$ cat config.mk
export PLATFORM = sky130hd
export DESIGN_NAME = sw_stripe_scheduler
export DESIGN_NICKNAME = d
export VERILOG_FILES = /design/src/rtl/sw_stripe_scheduler.sv
export SDC_FILE = /design/constraint.sdc
export NUM_CORES = 2
export LEC_CHECK = 0
export CAP_MARGIN = 40
export CORE_MARGIN = 2
export CORE_UTILIZATION = 60
export CTS_CLUSTER_DIAMETER = 50
export CTS_CLUSTER_SIZE = 25
export DETAILED_ROUTE_END_ITERATION = 7
export PLACE_DENSITY = 0.78
export SLEW_MARGIN = 20
export SYNTH_ARGS = -nofsm -noshare
export SYNTH_HDL_FRONTEND = slang
export SYNTH_SLANG_ARGS = --single-unit
$ cat constraint.sdc
create_clock -name clk -period 3.58 [get_ports clk]
set_input_delay 0.716 -clock clk [delete_from_list [all_inputs] [get_ports clk]]
set_output_delay 0.716 -clock clk [all_outputs]
set_load 0.02 [all_outputs]
$ cat src/rtl/sw_stripe_scheduler.sv
// sw_stripe_scheduler: stripe sequencer, boundary store/replay and max reduction for a systolic SW PE array
// Ports: clk/reset; valid/data_ref/data_query serial load; pe_query_load/pe_query/pe_col_mask stripe setup;
//        pe_ref_valid/pe_ref/pe_bnd_h/pe_bnd_i row issue; pe_last_* last-PE returns; pe_best_* best-cell reports;
//        busy/finish status; max/pos_ref/pos_query best score and its position.
module sw_stripe_scheduler #(
    parameter int LEN_REF         = 64,
    parameter int LEN_QUERY       = 48,
    parameter int PE_NUM          = 16,
    parameter int WIDTH_SCORE     = 8,
    parameter int WIDTH_POS_REF   = 7,
    parameter int WIDTH_POS_QUERY = 6,
    parameter int WIDTH_HI        = 7,
    parameter int NEG_INIT        = -30
) (
    input  logic                              clk,
    input  logic                              reset,
    input  logic                              valid,
    input  logic [1:0]                        data_ref,
    input  logic [1:0]                        data_query,
    output logic                              pe_query_load,
    output logic [2*PE_NUM-1:0]               pe_query,
    output logic [PE_NUM-1:0]                 pe_col_mask,
    output logic                              pe_ref_valid,
    output logic [1:0]                        pe_ref,
    output logic signed [WIDTH_HI-1:0]        pe_bnd_h,
    output logic signed [WIDTH_HI-1:0]        pe_bnd_i,
    input  logic                              pe_last_valid,
    input  logic signed [WIDTH_HI-1:0]        pe_last_h,
    input  logic signed [WIDTH_HI-1:0]        pe_last_i,
    input  logic                              pe_best_valid,
    input  logic [WIDTH_SCORE-1:0]            pe_best_score,
    input  logic [WIDTH_POS_REF-1:0]          pe_best_row,
    input  logic [WIDTH_POS_QUERY-1:0]        pe_best_col,
    output logic                              busy,
    output logic                              finish,
    output logic [WIDTH_SCORE-1:0]            max,
    output logic [WIDTH_POS_REF-1:0]          pos_ref,
    output logic [WIDTH_POS_QUERY-1:0]        pos_query
);
    localparam int NS = (LEN_QUERY + PE_NUM - 1) / PE_NUM;
    localparam int QN = NS * PE_NUM;
    localparam int ML = LEN_REF > LEN_QUERY ? LEN_REF : LEN_QUERY;
    localparam int RW = $clog2(LEN_REF);
    localparam int QW = $clog2(QN);
    localparam int NW = $clog2(ML + 1);
    localparam int WW = $clog2(LEN_REF + 2);
    localparam int SW = $clog2(NS + 1);

    typedef enum logic [2:0] {IDLE, LOAD, SETUP, ISSUE, DRAIN, DONE} state_t;

    state_t                     state;
    logic [1:0]                 r_mem [LEN_REF];
    // query buffer is padded to whole stripes; the tail is cleared at load start and never written
    logic [1:0]                 q_mem [QN];
    logic signed [WIDTH_HI-1:0] bnd_h [LEN_REF];
    logic signed [WIDTH_HI-1:0] bnd_i [LEN_REF];
    logic [NW-1:0]              n;
    logic [RW-1:0]              c;
    logic [RW-1:0]              rd;
    logic [WW-1:0]              wp;
    logic [SW-1:0]              s;
    logic [SW-1:0]              s_nxt;
    logic [2*PE_NUM-1:0]        q_nxt;
    logic [PE_NUM-1:0]          m_nxt;
    logic                       act;

    always_comb begin
        s_nxt = (state == LOAD) ? '0 : s + 1'b1;
        rd    = (state == SETUP) ? '0 : c + 1'b1;
        act   = state == ISSUE || state == DRAIN;
        q_nxt = '0;
        m_nxt = '0;
        for (int k = 0; k < PE_NUM; k++) begin
            q_nxt[2*k +: 2] = q_mem[QW'(int'(s_nxt) * PE_NUM + k)];
            m_nxt[k]        = int'(s_nxt) * PE_NUM + k < LEN_QUERY;
        end
    end

    always_ff @(posedge clk) begin
        if (reset) begin
            state         <= IDLE;
            busy          <= 1'b0;
            finish        <= 1'b0;
            max           <= '0;
            pos_ref       <= '0;
            pos_query     <= '0;
            pe_query_load <= 1'b0;
            pe_query      <= '0;
            pe_col_mask   <= '0;
            pe_ref_valid  <= 1'b0;
            pe_ref        <= '0;
            pe_bnd_h      <= '0;
            pe_bnd_i      <= '0;
            n             <= '0;
            c             <= '0;
            wp            <= '0;
            s             <= '0;
        end else begin
            // rows of stripe s+1 are read only after every row of stripe s was written, so one buffer is enough
            if (act && pe_last_valid && wp <= WW'(LEN_REF)) begin
                bnd_h[RW'(wp - 1'b1)] <= pe_last_h;
                bnd_i[RW'(wp - 1'b1)] <= pe_last_i;
                wp                    <= wp + 1'b1;
            end
            // strict compare keeps the earliest report on ties
            if (act && pe_best_valid && pe_best_score > max) begin
                max       <= pe_best_score;
                pos_ref   <= pe_best_row;
                pos_query <= WIDTH_POS_QUERY'(int'(s) * PE_NUM) + pe_best_col;
            end
            case (state)
                IDLE: if (valid) begin
                    state <= LOAD;
                    busy  <= 1'b1;
                    for (int i = 0; i < LEN_REF; i++) r_mem[i] <= '0;
                    for (int i = 0; i < QN; i++) q_mem[i] <= '0;
                    r_mem[0]  <= data_ref;
                    q_mem[0]  <= data_query;
                    n         <= NW'(1);
                    max       <= '0;
                    pos_ref   <= '0;
                    pos_query <= '0;
                end
                LOAD: if (valid) begin
                    if (n < NW'(LEN_REF)) r_mem[RW'(n)] <= data_ref;
                    if (n < NW'(LEN_QUERY)) q_mem[QW'(n)] <= data_query;
                    if (n < NW'(ML)) n <= n + 1'b1;
                end else begin
                    state         <= SETUP;
                    s             <= '0;
                    pe_query_load <= 1'b1;
                    pe_query      <= q_nxt;
                    pe_col_mask   <= m_nxt;
                end
                SETUP, ISSUE: begin
                    pe_query_load <= 1'b0;
                    if (state == SETUP) wp <= WW'(1);
                    if (state == ISSUE && c == RW'(LEN_REF - 1)) begin
                        state        <= DRAIN;
                        pe_ref_valid <= 1'b0;
                        pe_ref       <= '0;
                        pe_bnd_h     <= '0;
                        pe_bnd_i     <= '0;
                    end else begin
                        state        <= ISSUE;
                        c            <= rd;
                        pe_ref_valid <= 1'b1;
                        pe_ref       <= r_mem[rd];
                        pe_bnd_h     <= s == '0 ? '0 : bnd_h[rd];
                        pe_bnd_i     <= s == '0 ? WIDTH_HI'(NEG_INIT) : bnd_i[rd];
                    end
                end
                DRAIN: if (wp == WW'(LEN_REF + 1)) begin
                    if (int'(s) + 1 < NS) begin
                        state         <= SETUP;
                        s             <= s_nxt;
                        pe_query_load <= 1'b1;
                        pe_query      <= q_nxt;
                        pe_col_mask   <= m_nxt;
                    end else begin
                        state  <= DONE;
                        finish <= 1'b1;
                    end
                end
                DONE: begin
                    state  <= IDLE;
                    finish <= 1'b0;
                    busy   <= 1'b0;
                end
                default: state <= IDLE;
            endcase
        end
    end
endmodule

# ---- Word level (Yosys, flattened, before mapping)
# Memories as Yosys holds them, arrays and structs flattened.
# Index checks and enable logic that the tools add are counted.
dict set report word_totals {
  in_bits 44
  ramBits 1120
  wordCells 180
  ff_bits 114
  out_inout_bits 89
  n_memories 4
}
dict set report classes {
  reduce_logical 23
  eq_ne 14
  muxes 76
  addsub 22
  bitwise 3
  magnitude_cmp 21
}
# name words width rd rd_ports_with_merged_regs write_ports line_no
set memory_table {}
lappend memory_table {bnd_h 64 7 1 0 1 55} ;# logic signed [WIDTH_HI-1:0] bnd_h [LEN_REF];
lappend memory_table {bnd_i 64 7 1 0 1 56} ;# logic signed [WIDTH_HI-1:0] bnd_i [LEN_REF];
lappend memory_table {r_mem 64 2 1 0 64 52} ;# logic [1:0] r_mem [LEN_REF];
lappend memory_table {q_mem 48 2 16 0 48 54} ;# logic [1:0] q_mem [QN];
# operator n
set ops {}
lappend ops {{7-bit by 6-bit < comparator with 1-bit output, second input constant} 16}
lappend ops {{32-bit two-way mux} 3}
lappend ops {{7-bit two-way mux} 13}
lappend ops {{32-bit one-hot mux with 2 select lines} 1}
lappend ops {{6-bit by 4-bit adder with 7-bit output, second input constant} 8}
lappend ops {{16-bit two-way mux} 3}
lappend ops {{6-bit two-way mux} 6}
lappend ops {{16-bit one-hot mux with 2 select lines} 1}
lappend ops {{6-bit by 3-bit adder with 7-bit output, second input constant} 4}
lappend ops {{1-bit two-way mux} 26}
lappend ops {{8-bit two-way mux} 3}
lappend ops {{2-bit two-way mux} 9}
lappend ops {{3-bit two-way mux} 5}
lappend ops {{6-bit by 2-bit adder with 7-bit output, second input constant} 2}
lappend ops {{7-bit by 1-bit adder with 7-bit output, second input constant} 2}
lappend ops {{7-bit one-hot mux with 2 select lines} 1}
lappend ops {{3-bit one-hot mux with 4 select lines} 1}
lappend ops {{4-bit AND reduction} 3}
lappend ops {{8-bit greater-than comparator} 1}
lappend ops {{2-bit != test, second input constant} 4}
lappend ops {{2-bit nonzero test} 4}
lappend ops {{6-bit by 1-bit adder with 7-bit output, second input constant} 1}
lappend ops {{7-bit == test, second input constant} 1}
lappend ops {{7-bit <= comparator, second input constant} 1}
lappend ops {{26 further kinds} 40}

# ---- Longest topological paths before layout
dict set report depth {
  depth_word 8
  depth_mapped 13
  mapped_depth_nobuf 9
}

# ---- Least setup slack after synthesis
# OpenSTA, ideal clock, no wires.
dict set report synth_timing {
  path_kind {flip-flop to flip-flop}
  start {register wp[0]}
  end {memory bnd_h[40][0], enable pin}
  setup_slack_ns 0.353
  path_buffers 2
  stages_incl_launch_ff 11
  synth_period_minus_slack_ns 3.227
  setup_time_ns 0.384
  required_time_ns 3.196
  t_arrival_ns 2.843
  path_cell_list {dfxtp_1 clkbuf_1 inv_1 ha_1 clkbuf_1 nand2b_1 o21ai_0 nand3_1 nor3b_1 nand3_1 nor2_1}
}
dict set report synth_via {
  elab_chain_cells 5
  word_cells_on_any_way 6
  cone_classes {1 x add/sub; 1 x order compare; 3 x mux; 1 x reduce/logical}
}
# item line_no
set synth_rtl {}
lappend synth_rtl {{from (decl)} 60} ;# logic [WW-1:0] wp;
lappend synth_rtl {{from (signal assigned)} 103} ;# wp <= wp + 1'b1;
lappend synth_rtl {{7-bit <= comparator} 100} ;# if (act && pe_last_valid && wp <= WW'(LEN_REF)) begin
lappend synth_rtl {{1-bit logical AND} 100}
lappend synth_rtl {{1-bit two-way mux} 100}
lappend synth_rtl {{1-bit two-way mux} 80} ;# if (reset) begin
lappend synth_rtl {{1-bit two-way mux (implied by the code)} 101} ;# bnd_h[RW'(wp - 1'b1)] <= pe_last_h;
lappend synth_rtl {{to (decl)} 55}
# Several ways; a longest one is shown, not always the timed one.

# ---- Worst setup path after layout
dict set report layout_timing {
  start {register wp[0]}
  end {memory bnd_h[8][0], enable pin}
}
# Same word-level chain as after synthesis.

==> results.md <==
* Initial DRC Count at 5898
* FF+latch area at 36600 um^2
* Core area at 86900 um^2
* Clock latency on the worst-skew pair at 720 ps
* Status: finished with violations
* Post_cts resized at 0
* Clk root buf: clkbuf_16
* Post-synth top area cell: edfxtp_1
* Clock power share at 39.7%
* Number of global-route vias before repair at 35.4k
* Post-CTS setup buffers at 0
* Die Area at 90100 um^2
* Comb power frac at 9.8%
* Pwr Density at 535 nW/um^2
* Post-synthesis sequential area ratio at 69.5%
* Area of the multi-input gates at 14800 um^2
* Post-CTS Hold Buffers at 0
* Pre-CTS WS at 54.6 ps
* Area Growth Syn to Fin at 14.6%
* Tmin final at 3540 ps
* Synth Instances at 4015
* Final Core Density at 69.4%
* Layout net count at 4270
* DRC violations left at 17
* Slew @ Worst Pin at 880 ps
* Final-report hold violation count at 0
* H-Tree Depth at 3
* Total track usage at 33.3%
* Antenna viol nets, final at 0
* Total wire length at 151 mm
* RSZ-0062 raised after global routing: yes
* Min-Delay Path Class: in2reg
* Slew Viols, Final at 0
* Worst hold path depth at 1
* Most used DFF post-synth: edfxtp_1
* Psw at 8.18 mW
* Switching share of power at 25.3%
* Most common cell in the synthesized netlist: edfxtp_1
* Top post-synthesis cells by count: 1152 x edfxtp_1, 464 x nor2_1, 385 x nand2_1, 223 x a21oi_1, 215 x o21ai_0
* Pre-antenna DRT Iters at 8
* Synth area leaders: edfxtp_1 66%, dfxtp_1 3.8%, nor2_1 3.3%, mux2i_1 3.0%, nand2_1 2.7%
* Slew HR at 41.3%
* Synth unique cells at 79
* Critical Path AT at 3930 ps
* Fin crit share at 98.8%
* Via Count at 36.8k
* Reg power frac at 50.6%
* Clock buffer depth at 3
* Grt ovf at 0
* Async S/R FF share, synth at 0%
* Mapped Area at 52600 um^2
* I/O pin cnt at 133
* Synth warnings at 0
* Worst-path clk slew at 70 ps
* Cell row count at 108
* Final Worst Setup Slack at 43.7 ps
* Clock sink count at 1251
* Max frequency at 283 MHz
* #FFs+latches synth at 1251
* First-pass GRT wire length at 223 mm
* # fillers at 5684
* Vias per cell at 6.73
* Gpl congestion at 0.974
* Setup CP Type: reg2reg
* Largest net degree at the start of global routing at 114
* Worst vdd rail ir drop at 0.692 mV
* Post-DR wirelength/cell at 27.6 um
* Die Wd at 300 um
* CP Capture Type: register
* P_leak at 19.6 nW
* Post-DP HPWL at 96.2 mm
* Placed cells at 5242
* IO buf count at 132
* Violated checks: design-rule violations
* Post-route insts no fill at 5464
* Min Hold Slack at 330 ps
* Worst-case clock skew at 56.7 ps
* Avg Inst Size Synth at 13.1 um^2
* Number of flops mapped to enable cells by yosys at 1152
* Cts bufs inserted at 115
* WP data required at 3980 ps
* Max-cap violations at 0
* Startpoint Class: register
* Final setup fails at 0
* CTS tree: built
* Die H at 300 um
* FF-to-FF path depth at 9
* Internal at 24.1 mW
* Starting density of the core at 60.6%
* Fraction of layout cells with a size suffix above 1 at 13.4%
* CP Max Fanout at 14
* Initial antenna violation count at 7
* Top-area cell type share of the netlist area at 65.7%
-- worst paths after layout --
kind,from,end,slack [ps]
worst max-delay path,wp[0],bnd_h[8][0],40
worst min-delay path,pe_last_h[6],bnd_h[47][6],330
worst min register to register,pe_query[9],pe_query[9],460
worst max register to register,wp[0],bnd_h[8][0],40
-- through the flow --
| stage | power (mW) | area (um^2) | setup TNS [ps] |
|---|---|---|---|
| after global placement | 19.6 | 56100 | 0 |
| after CTS | 32.2 | 60200 | 0 |
| final | 32.3 | 60300 | 0 |
| after floorplan | 18.4 | 52700 | 0 |
| after global routing | 33.0 | 60300 | -21930 |
| after detailed placement | 19.7 | 56300 | 0 |
-- sequential cells by signal (all words and copies together) (netlist names), 2 cells and up --
register / count
bnd_h: 448
bnd_i: 448
q_mem: 128
r_mem: 128
pe_query: 32
max: 8
n: 7
pe_bnd_h: 7
pe_bnd_i: 7
pos_ref: 7
wp: 7
c: 6
pos_query: 6
state: 3
pe_ref: 2
s: 2
-- metal layers --
metal | wire, um | vias to the layer above | global-route usage (%)
met5 | 57 | - | 0
met1 | 53000 | 17800 | 43.9
met3 | 20100 | 527 | 8.35
met2 | 70100 | 2842 | 52.3
li1 | - | 15500 | -
met4 | 7670 | 8 | 15.7
-- cell type report --
type | instances | share of cell area (%)
inverter | 25 | 0.160
timing repair buffer | 376 | 5.75
sequential | 1251 | 60.6
antenna | 2 | 0.00829
clock inverter | 87 | 1.59
multi-input combinational | 2440 | 24.5
clock buffer | 128 | 4.99
tap | 1155 | 2.40
-- power by group through the flow --
stage          combinational, mW  sequential, mW  clock [mW]
6_report                    3.16            16.3        12.8
5_1_grt                     3.30            16.3        13.4
4_1_cts                     3.05            16.3        12.8
3_5_place_dp                3.03            16.6           0
3_3_place_gp                2.95            16.6           0
2_1_floorplan               1.73            16.6           0
-- kinds of logic after synthesis --
group	count (synthesis)	share of synthesized area, %
compound gates	928	11.5
xor+xnor	19	0.316
fa+ha+maj	17	0.404
buf+inv	355	2.94
flops	1251	69.5
mux	241	5.22
other cells	1	0.00712
simple gates	1203	10.2
-- cells in the final DEF, fill, tap and decap left out, drive strengths merged, types with 11 or more instances in the layout --
| cell type | netlist | final |
|---|---|---|
| o21ai | 219 | 219 |
| nand2b | 26 | 26 |
| clkbuf | 189 | 128 |
| mux4 | 20 | 20 |
| mux2 | 63 | 63 |
| a2bb2oi | 11 | 11 |
| o311ai | 13 | 13 |
| a211o | 15 | 15 |
| a21oi | 223 | 223 |
| mux2i | 158 | 158 |
| nand3 | 54 | 54 |
| nand2 | 385 | 385 |
| o22ai | 29 | 29 |
| edfxtp | 1152 | 1152 |
| a21o | 11 | 11 |
| nor2b | 16 | 16 |
| or3 | 15 | 15 |
| clkinv | 1 | 42 |
| o221ai | 14 | 14 |
| and3 | 19 | 19 |
| clkdlybuf4s50 | 0 | 117 |
| ha | 17 | 17 |
| a31oi | 75 | 75 |
| dfxtp | 99 | 99 |
| a22oi | 20 | 20 |
| conb | 1 | 32 |
| nand4 | 19 | 19 |
| a221oi | 79 | 79 |
| and2 | 112 | 112 |
| buf | 141 | 259 |
| nor4 | 20 | 20 |
| xnor2 | 12 | 12 |
| inv | 24 | 52 |
| nor3 | 40 | 40 |
| o211ai | 54 | 54 |
| a211oi | 82 | 82 |
| nor2 | 464 | 464 |
-- critical path: stages, from the launching register on --
cell      delay (ps)
dfxtp_1          450
inv_1            160
ha_1             360
nand2b_1         170
o21ai_0          240
nand3_1          240
nor3b_1          430
nand3_1          580
nor2_1           340
buf_4            290
(Power assumes the default switching activity.)
